**src/rtl/huffman_pkg.sv**
```systemverilog
// Shared types for the canonical Huffman decoder: default widths, FSM states
// and the per-codeword tracking registers.
package huffman_pkg;

  localparam int SYM_W_DEF   = 8;
  localparam int NUM_SYM_DEF = 256;
  localparam int MAX_LEN_DEF = 15;
  localparam int CNT_W_DEF   = $clog2(NUM_SYM_DEF + 1);
  localparam int LEN_W_DEF   = $clog2(MAX_LEN_DEF + 1);

  typedef enum logic [1:0] {
    IDLE   = 2'd0,
    DECODE = 2'd1,
    OUTPUT = 2'd2,
    ERROR  = 2'd3
  } dec_state_t;

  typedef struct packed {
    logic [MAX_LEN_DEF-1:0] code;
    logic [MAX_LEN_DEF:0]   first;
    logic [CNT_W_DEF:0]     index;
    logic [LEN_W_DEF-1:0]   len;
  } cw_t;

  function automatic cw_t cw_clear();
    cw_t c;
    c     = '0;
    c.len = LEN_W_DEF'(1);
    return c;
  endfunction

endpackage

```
**src/rtl/huffman_sym_table.sv**
```systemverilog
// Canonical-order symbol table: one synchronous write port, one combinational
// read port. Reads past the populated depth return zero.
module huffman_sym_table #(
  parameter int SYM_W   = 8,
  parameter int NUM_SYM = 256,
  parameter int ADDR_W  = 9
) (
  input  logic              clk,
  input  logic              we_i,
  input  logic [ADDR_W-1:0] waddr_i,
  input  logic [SYM_W-1:0]  wdata_i,
  input  logic [ADDR_W-1:0] raddr_i,
  output logic [SYM_W-1:0]  rdata_o
);

  localparam int AW = (NUM_SYM > 1) ? $clog2(NUM_SYM) : 1;

  logic [SYM_W-1:0] mem_q [NUM_SYM];

  always_ff @(posedge clk) begin
    if (we_i && (waddr_i < ADDR_W'(NUM_SYM))) begin
      mem_q[waddr_i[AW-1:0]] <= wdata_i;
    end
  end

  always_comb begin
    rdata_o = '0;
    if (raddr_i < ADDR_W'(NUM_SYM)) begin
      rdata_o = mem_q[raddr_i[AW-1:0]];
    end
  end

endmodule

```
**src/rtl/canonical_huffman_decoder.sv**
```systemverilog
// Bit-serial canonical Huffman decoder: walks code lengths one bit at a time,
// tracking the first canonical code and table index of the current length.
module canonical_huffman_decoder
  import huffman_pkg::*;
#(
  parameter int SYM_W   = SYM_W_DEF,
  parameter int NUM_SYM = NUM_SYM_DEF,
  parameter int MAX_LEN = MAX_LEN_DEF,
  parameter int CNT_W   = $clog2(NUM_SYM + 1),
  parameter int LEN_W   = $clog2(MAX_LEN + 1)
) (
  input  logic             clk,
  input  logic             rst,
  input  logic             cfg_we,
  input  logic [LEN_W-1:0] cfg_len,
  input  logic [CNT_W-1:0] cfg_count,
  input  logic             sym_we,
  input  logic [CNT_W-1:0] sym_addr,
  input  logic [SYM_W-1:0] sym_data,
  input  logic             start,
  input  logic             flush,
  input  logic             bits_valid,
  input  logic             bits_in,
  output logic             bits_ready,
  output logic             sym_valid,
  output logic [SYM_W-1:0] sym_out,
  input  logic             sym_ready,
  output logic             err
);

  dec_state_t       state_q, state_d;
  cw_t              cw_q, cw_d;
  logic [SYM_W-1:0] sym_q, sym_d;
  logic             err_q, err_d;
  logic [CNT_W-1:0] bl_count_q [MAX_LEN+1];

  logic [CNT_W-1:0] cnt_w;
  logic [MAX_LEN:0] cnt_ext;
  logic [MAX_LEN:0] c_w;
  logic [MAX_LEN:0] diff_w;
  logic             hit;
  logic [CNT_W-1:0] rd_addr;
  logic [SYM_W-1:0] rd_data;

  huffman_sym_table #(
    .SYM_W  (SYM_W),
    .NUM_SYM(NUM_SYM),
    .ADDR_W (CNT_W)
  ) u_sym_table (
    .clk    (clk),
    .we_i   (sym_we && (state_q == IDLE)),
    .waddr_i(sym_addr),
    .wdata_i(sym_data),
    .raddr_i(rd_addr),
    .rdata_o(rd_data)
  );

  // Candidate code c matches at this length when it lies inside
  // [first, first + count); its table slot is index + (c - first).
  always_comb begin
    cnt_w   = bl_count_q[cw_q.len];
    cnt_ext = {{(MAX_LEN + 1 - CNT_W){1'b0}}, cnt_w};
    c_w     = {cw_q.code, bits_in};
    diff_w  = c_w - cw_q.first;
    hit     = diff_w < cnt_ext;
    rd_addr = cw_q.index[CNT_W-1:0] + diff_w[CNT_W-1:0];
  end

  always_comb begin
    state_d = state_q;
    cw_d    = cw_q;
    sym_d   = sym_q;
    err_d   = err_q;
    unique case (state_q)
      IDLE: ;
      DECODE: begin
        if (bits_valid) begin
          if (hit) begin
            sym_d   = rd_data;
            cw_d    = cw_clear();
            state_d = OUTPUT;
          end else if (cw_q.len == LEN_W'(MAX_LEN)) begin
            state_d = ERROR;
            err_d   = 1'b1;
          end else begin
            cw_d.index = cw_q.index + {1'b0, cnt_w};
            cw_d.first = (cw_q.first + cnt_ext) << 1;
            cw_d.code  = c_w[MAX_LEN-1:0];
            cw_d.len   = cw_q.len + LEN_W'(1);
          end
        end
      end
      OUTPUT: begin
        if (sym_ready) state_d = DECODE;
      end
      ERROR: ;
      default: state_d = IDLE;
    endcase
    if (flush) begin
      state_d = IDLE;
      cw_d    = cw_clear();
      err_d   = 1'b0;
    end else if (start) begin
      state_d = DECODE;
      cw_d    = cw_clear();
      err_d   = 1'b0;
    end
  end

  always_ff @(posedge clk) begin
    if (rst) begin
      state_q <= IDLE;
      cw_q    <= cw_clear();
      sym_q   <= '0;
      err_q   <= 1'b0;
      for (int i = 0; i <= MAX_LEN; i++) bl_count_q[i] <= '0;
    end else begin
      state_q <= state_d;
      cw_q    <= cw_d;
      sym_q   <= sym_d;
      err_q   <= err_d;
      if (cfg_we && (state_q == IDLE) && (cfg_len != '0)) begin
        bl_count_q[cfg_len] <= cfg_count;
      end
    end
  end

  assign bits_ready = (state_q == DECODE);
  assign sym_valid  = (state_q == OUTPUT);
  assign sym_out    = sym_q;
  assign err        = err_q;

endmodule

```
**config.mk**
```make
export PLATFORM = sky130hd
export DESIGN_NAME = canonical_huffman_decoder
export DESIGN_NICKNAME = d
export VERILOG_FILES = /design/src/rtl/huffman_pkg.sv /design/src/rtl/huffman_sym_table.sv /design/src/rtl/canonical_huffman_decoder.sv
export SDC_FILE = /design/constraint.sdc
export NUM_CORES = 2
export LEC_CHECK = 0
export CORE_MARGIN = 2
export CORE_UTILIZATION = 45
export CTS_CLUSTER_DIAMETER = 100
export DETAILED_ROUTE_END_ITERATION = 6
export GPL_TIMING_DRIVEN = 0
export PLACE_DENSITY = 0.7
export SLEW_MARGIN = 20
export SYNTH_ARGS = -nofsm -noshare
export SYNTH_HDL_FRONTEND = slang
export SYNTH_SLANG_ARGS = --single-unit
```
**constraint.sdc**
```tcl
create_clock -name clk -period 4.25 [get_ports clk]
set_input_delay 0.425 -clock clk [delete_from_list [all_inputs] [get_ports clk]]
set_output_delay 0.425 -clock clk [all_outputs]
set_load 0.02 [all_outputs]
```
; Word level (Yosys, flattened, before mapping)
; Memory sizes are Yosys's and may differ from the RTL's. A register that Yosys moved wholly into a read port is not among the register bits.
; Cells that the tools add are included.
[totals]
regBits = 56
ramBits = 2192
inputBits = 39
out_inout_bits = 11
wordCells = 66
memories = 2
[classes]
n_addsub = 5
n_lt_le_gt_ge = 3
n_eq_ne = 10
mux = 21
bitwise = 1
n_reduce_logical = 16
[memory_table]
columns = name, words, width, rd, rd_ports_with_merged_regs, write_ports, line
row1 = u_sym_table.mem_q, 256, 8, 1, 0, 1, huffman_sym_table.sv:18  ; logic [SYM_W-1:0] mem_q [NUM_SYM];
row2 = bl_count_q, 16, 9, 1, 1, 16, canonical_huffman_decoder.sv:35  ; logic [CNT_W-1:0] bl_count_q [MAX_LEN+1];
[ops]
columns = op, n
row1 = $mux 45, 2
row2 = $lt 9x9->1 const B, 2
row3 = $lt 16x9->1, 1
row4 = $sub 16x16->16, 1
row5 = $add 15x9->15, 1
row6 = $mux 4, 3
row7 = $reduce_and 4->1, 3
row8 = $add 10x9->10, 1
row9 = $add 9x9->9, 1
row10 = $mux 1, 9
row11 = $mux 9, 1
row12 = $reduce_or 9->1, 1
row13 = $mux 2, 4
row14 = $mux 8, 1
row15 = $reduce_and 3->1, 2
row16 = $add 4x1->4 const B, 1
row17 = $eq 4x4->1 const B, 1
row18 = $logic_and 1x1->1, 4
row19 = $ne 2x2->1 const B, 2
row20 = $ne 4x2->1 const B, 1
row21 = $pmux 2 s2, 1
row22 = $reduce_bool 4->1, 1
row23 = $ne 3x1->1 const B, 1
row24 = $ne 3x2->1 const B, 1
row25 = 10 further kinds, 10

; Depth between registers and ports, before layout
[logic_depth]
depth_word = 8
ltp_mapped = 19
depth_no_buf = 17

; Cells and area by module
; A second synthesis with hierarchy kept.
[hier_totals]
hier_cells = 4805
hier_area_um2 = 91596.6
[by_module_without_submodules]
columns = mod, n_inst, cells_each, area_per_inst_um2, seq_area_each_um2
row1 = huffman_sym_table, 1, 3887, 80901.3, 61499.0
row2 = canonical_huffman_decoder, 1, 918, 10695.3, 5485.3

; Worst setup path before layout
; No wires, ideal clock.
[synth_path]
path_type = register -> register
startpoint = register with a tool-made name
endpoint = register sym_q[5] (netlist: sym_out[5])
setup_ns = 0.074
t_arrival_ns = 4.633
required_time_ns = 4.176
slack_ns = -0.457
stages_incl_launch_ff = 18
path_buffers = 4
synth_period_minus_slack_ns = 4.707
cell_sequence = dfxtp_1 clkbuf_1 clkbuf_1 buf_2 mux4_2 mux4_2 inv_1 ha_1 a21oi_1 o21ai_0 o211a_1 o41ai_1 a221oi_2 nor4_2 nand3_2 buf_6 or4_4 o22ai_2
[synth_rtl]
columns = element, line
row1 = end signal: assignment, canonical_huffman_decoder.sv:120  ; sym_q <= sym_d;
row2 = end: declaration, canonical_huffman_decoder.sv:33  ; logic [SYM_W-1:0] sym_q, sym_d;

; Worst setup path after layout
[layout_path]
startpoint = register cw_q (netlist bit c_w[1])
endpoint = register sym_q[1] (netlist: sym_out[1])
[layout_via]
elab_chain_cells = 4
elab_cells_between_ends = 7
classes_between = 2 x add/sub / 2 x order compare / 1 x mux / 1 x reduce/logical / 1 x memory
[layout_lines]
columns = element, line
row1 = start: declaration, canonical_huffman_decoder.sv:32  ; cw_t cw_q, cw_d;
row2 = start signal: assignment, canonical_huffman_decoder.sv:113  ; cw_q <= cw_clear();
row3 = start signal: assignment, canonical_huffman_decoder.sv:119  ; cw_q <= cw_d;
row4 = $sub 16x16->16 (*), canonical_huffman_decoder.sv:64  ; diff_w = c_w - cw_q.first;
row5 = $add 9x9->9, canonical_huffman_decoder.sv:66  ; rd_addr = cw_q.index[CNT_W-1:0] + diff_w[CNT_W-1:0];
row6 = $mem_v2 256x8 / $lt 9x9->1 (equally long branches), --
row7 = $mux 8, huffman_sym_table.sv:28  ; if (raddr_i < ADDR_W'(NUM_SYM)) begin
; Mark *: on every way between the ends. The rest lies on a longest branch, timed or not.
; A chain may end at the register's enable or synchronous reset.

==> flow_summary.toml <==
[outcome]
status = "complete, but fails checks"
violations = "negative setup slack"

[routing]
drt_iter0_drc = 6309
wirelength_um = 235500
routed_via_density = 6.118
ant_nets = 0
dr.pass1.iters = 6
vias = 46300
drc_errors = 0
routedWlPerCell_um = 31.12

[placed_design]
hpwl_um = 155100
routabilityCongestion = 0.9981
io_buffers = 49
dp.cells = 7132
dp_slack_ps = -1879

[worst_setup_path]
critical_path_buf_inv_count = 5
worstPathMaxFanout = 10
max_stage_delay_ps = 570
cp-end-kind = "flip-flop"
worstPathArrival_ps = 4990
crit_path_start_kind = "flip-flop"
r2r-start = "c_w[1]"
criticalPathCategory = "reg2reg"
critical_path.top_delay_family = "buffers and inverters"
critPathMostFrequentCell = "buf_4"
critPathSlowestCell = "or4_4"
crit_chain = "inv_2 > ha_4 > inv_1 > fa_1 > buf_4 > buf_4 > buf_4 > mux4_2 > mux2i_1 > mux2_2 > o22ai_1 > or4_4 > o211ai_1 > o22ai_2"
worstPathRequired_ps = 4950
critPathLaunch = "c_w[1]"

[synth]
synth_area_leaders = "edfxtp_1 (73%), mux4_2 (15%), dfxtp_1 (1.3%)"
ys.flop_type = "edfxtp_1"
ys_seq_elements = 2250
synth_top_area_share_pct = 73.02
synthDistinctLibCells = 75
ys_top_cells_by_count = "edfxtp_1 (2192), mux4_2 (613), nor2_1 (292)"
synth_edf_count = 2192
synth_adder_area_share_pct = 0.7412
synth-simple-area-share_pct = 3.985
syn_inst = 4388
yosys.area_share.xor_xnor_pct = 0.3789
synth-compound-area-share_pct = 1.975
syn_area_um2 = 90140
muxShareOfSynthArea_pct = 17.05
ys_warn_count = 0
yosysSeqAreaShare_pct = 74.31
syn_area_per_cell_um2 = 20.54
synth_most_common_cell = "edfxtp_1"
synth_top_family_by_area = "multiplexers"
async_flop_share_pct = 0
synth_top_area_cell = "edfxtp_1"

[final_layout]
layout-drive-gt1-share_pct = 28.84
fin_nets = 4821
syn2layout_area_growth_pct = 15.08
final_cell_count_no_fill = 7568

[sta]
fin_crit_sh_pct = 101.1
max_freq_ghz = 0.2328
timing_hold_violations_final = 0
setup_ws_ps = -45.80
rsz0062_at_grt = "true"
skew_ps = 39.66
setup_viol = 5
slew_headroom_pct = 31.86
drv_slew = 0
worst_slew_pin_slew_ps = 1018
finalCriticalPeriod_ps = 4296

[grt]
track_usage_pct = 22.90
antenna_found_initial = 8
grt_max_degree = 125
grt_pass1_wl_um = 333300
grt_overflow = 0
grt_pass1_vias = 45950

[floorplan]
dieArea_um2 = 203900
start_util_pct = 45.20
fp.dieH_um = 451.6
num_io_pins = 50
core_area_um2 = 199500
rows = 164
die_x_um = 451.6

[clock_network]
clkTransAtPathRegs_ps = 60
cts_tree = "yes"
cts_sinks = 2250
cts_buffers = 209
cts_root_buffer = "clkbuf_16"
cts_max_level = 4
clockBufferDepth = 3
worst_skew_pair.late_latency_ps = 850

[power]
switching_share_pct = 20.70
p_seq_share_pct = 55.1
power.switching_w = 0.009171
power_w = 0.04430
leakagePower_nw = 33.06
pwr-share-comb_pct = 3.3
ir_drop_uv = 427.8
p_int_w = 0.03513
power_frac_clock_pct = 41.7
power_density_nw_per_um2 = 427.0

[min_path]
hp-class = "in2reg"
min_from = "flush"

[run]
cap_violations = 0
timing repair:
item                                    CTS  global route
setup buffers                            31            11
gates resized for setup                 363            99
pin swaps                                43            31
cloned                                    4             0
endpoints found under the setup margin   62           235
endpoints found under the hold margin   241             0
hold buffers                              8             0
power groups by stage:
stage	Sequential, W	Clock (W)	Combinational, W
3_5_place_dp	0.0249	0	0.00139
4_1_cts	0.0244	0.0186	0.00143
2_1_floorplan	0.0249	0	0.000648
5_1_grt	0.0244	0.0194	0.00152
3_3_place_gp	0.0251	0	0.00129
6_report	0.0244	0.0185	0.00144
per-stage QoR:
step	area (um2)	hold slack [ps]	setup TNS (ps)	util (%)
after floorplan	90180	464.0	0	-
after global placement	94000	480.9	-	47.13
after detailed placement	94820	488.9	-101970	47.54
after CTS	103300	323.6	-8.222	51.80
after global routing	103700	339.2	-3773	52.01
final	103700	377.5	-181.8	52.01
path summary, 6_finish.rpt:
kind / to / slack [ps] / cells past startpoint
worst min register to register: cw_q[26] / 500 / 1
worst max register to register: sym_out[1] / -50 / 14
worst max-delay path: sym_out[1] / -50 / 14
worst min-delay path: state_q[0] / 380 / 2
kinds of logic (layout without fill, tap and decap cells):
| family | Yosys count | count (layout) |
|---|---|---|
| multiplexers | 761 | 761 |
| AO/OA/AOI/OAI | 240 | 240 |
| AND/OR/NAND/NOR | 761 | 761 |
| buffers and inverters | 288 | 801 |
| flip-flops | 2250 | 2250 |
| other | 1 | 12 |
| XOR/XNOR | 36 | 36 |
| adder cells (fa/ha/maj) | 51 | 51 |
state kept, by name, indices dropped and copies added (netlist names), named ones only:
name,cells
bl_count_q,144
u_sym_table.mem_q,2048
err,1
cw_q,28
sym_out,8
state_q,2
c_w,15
layout make-up:
cell class                      instances  area, um2
Clock inverter                        128       1191
Multi-Input combinational cell       1858      22880
Inverter                               43      161.4
Antenna cell                            3      7.507
Fill cell                           15240      95710
Sequential cell                      2250      66990
Tap cell                             2656       3323
Buffer                                236       1792
Clock buffer                          261       5498
Timing Repair Buffer                  133       1892
metal layers:
metal	GRT usage, %	share of wire [%]	vias up
met5	0	0	-
met2	35.80	47	2630
met4	9.997	4.7	0
met1	31.03	38	24340
met3	5.236	10	509
li1	-	-	18820
cell usage in the layout (no fill, tap or decap), types with 54 or more instances in the layout:
master	count
and2_1	139
buf_4	71
clkbuf_1	82
clkbuf_16	213
dfxtp_1	54
edfxtp_1	2192
mux2i_1	72
mux4_2	613
nand2_1	142
nand3_1	66
nor2_1	276
No activity file was read; power rests on OpenSTA's default activity.
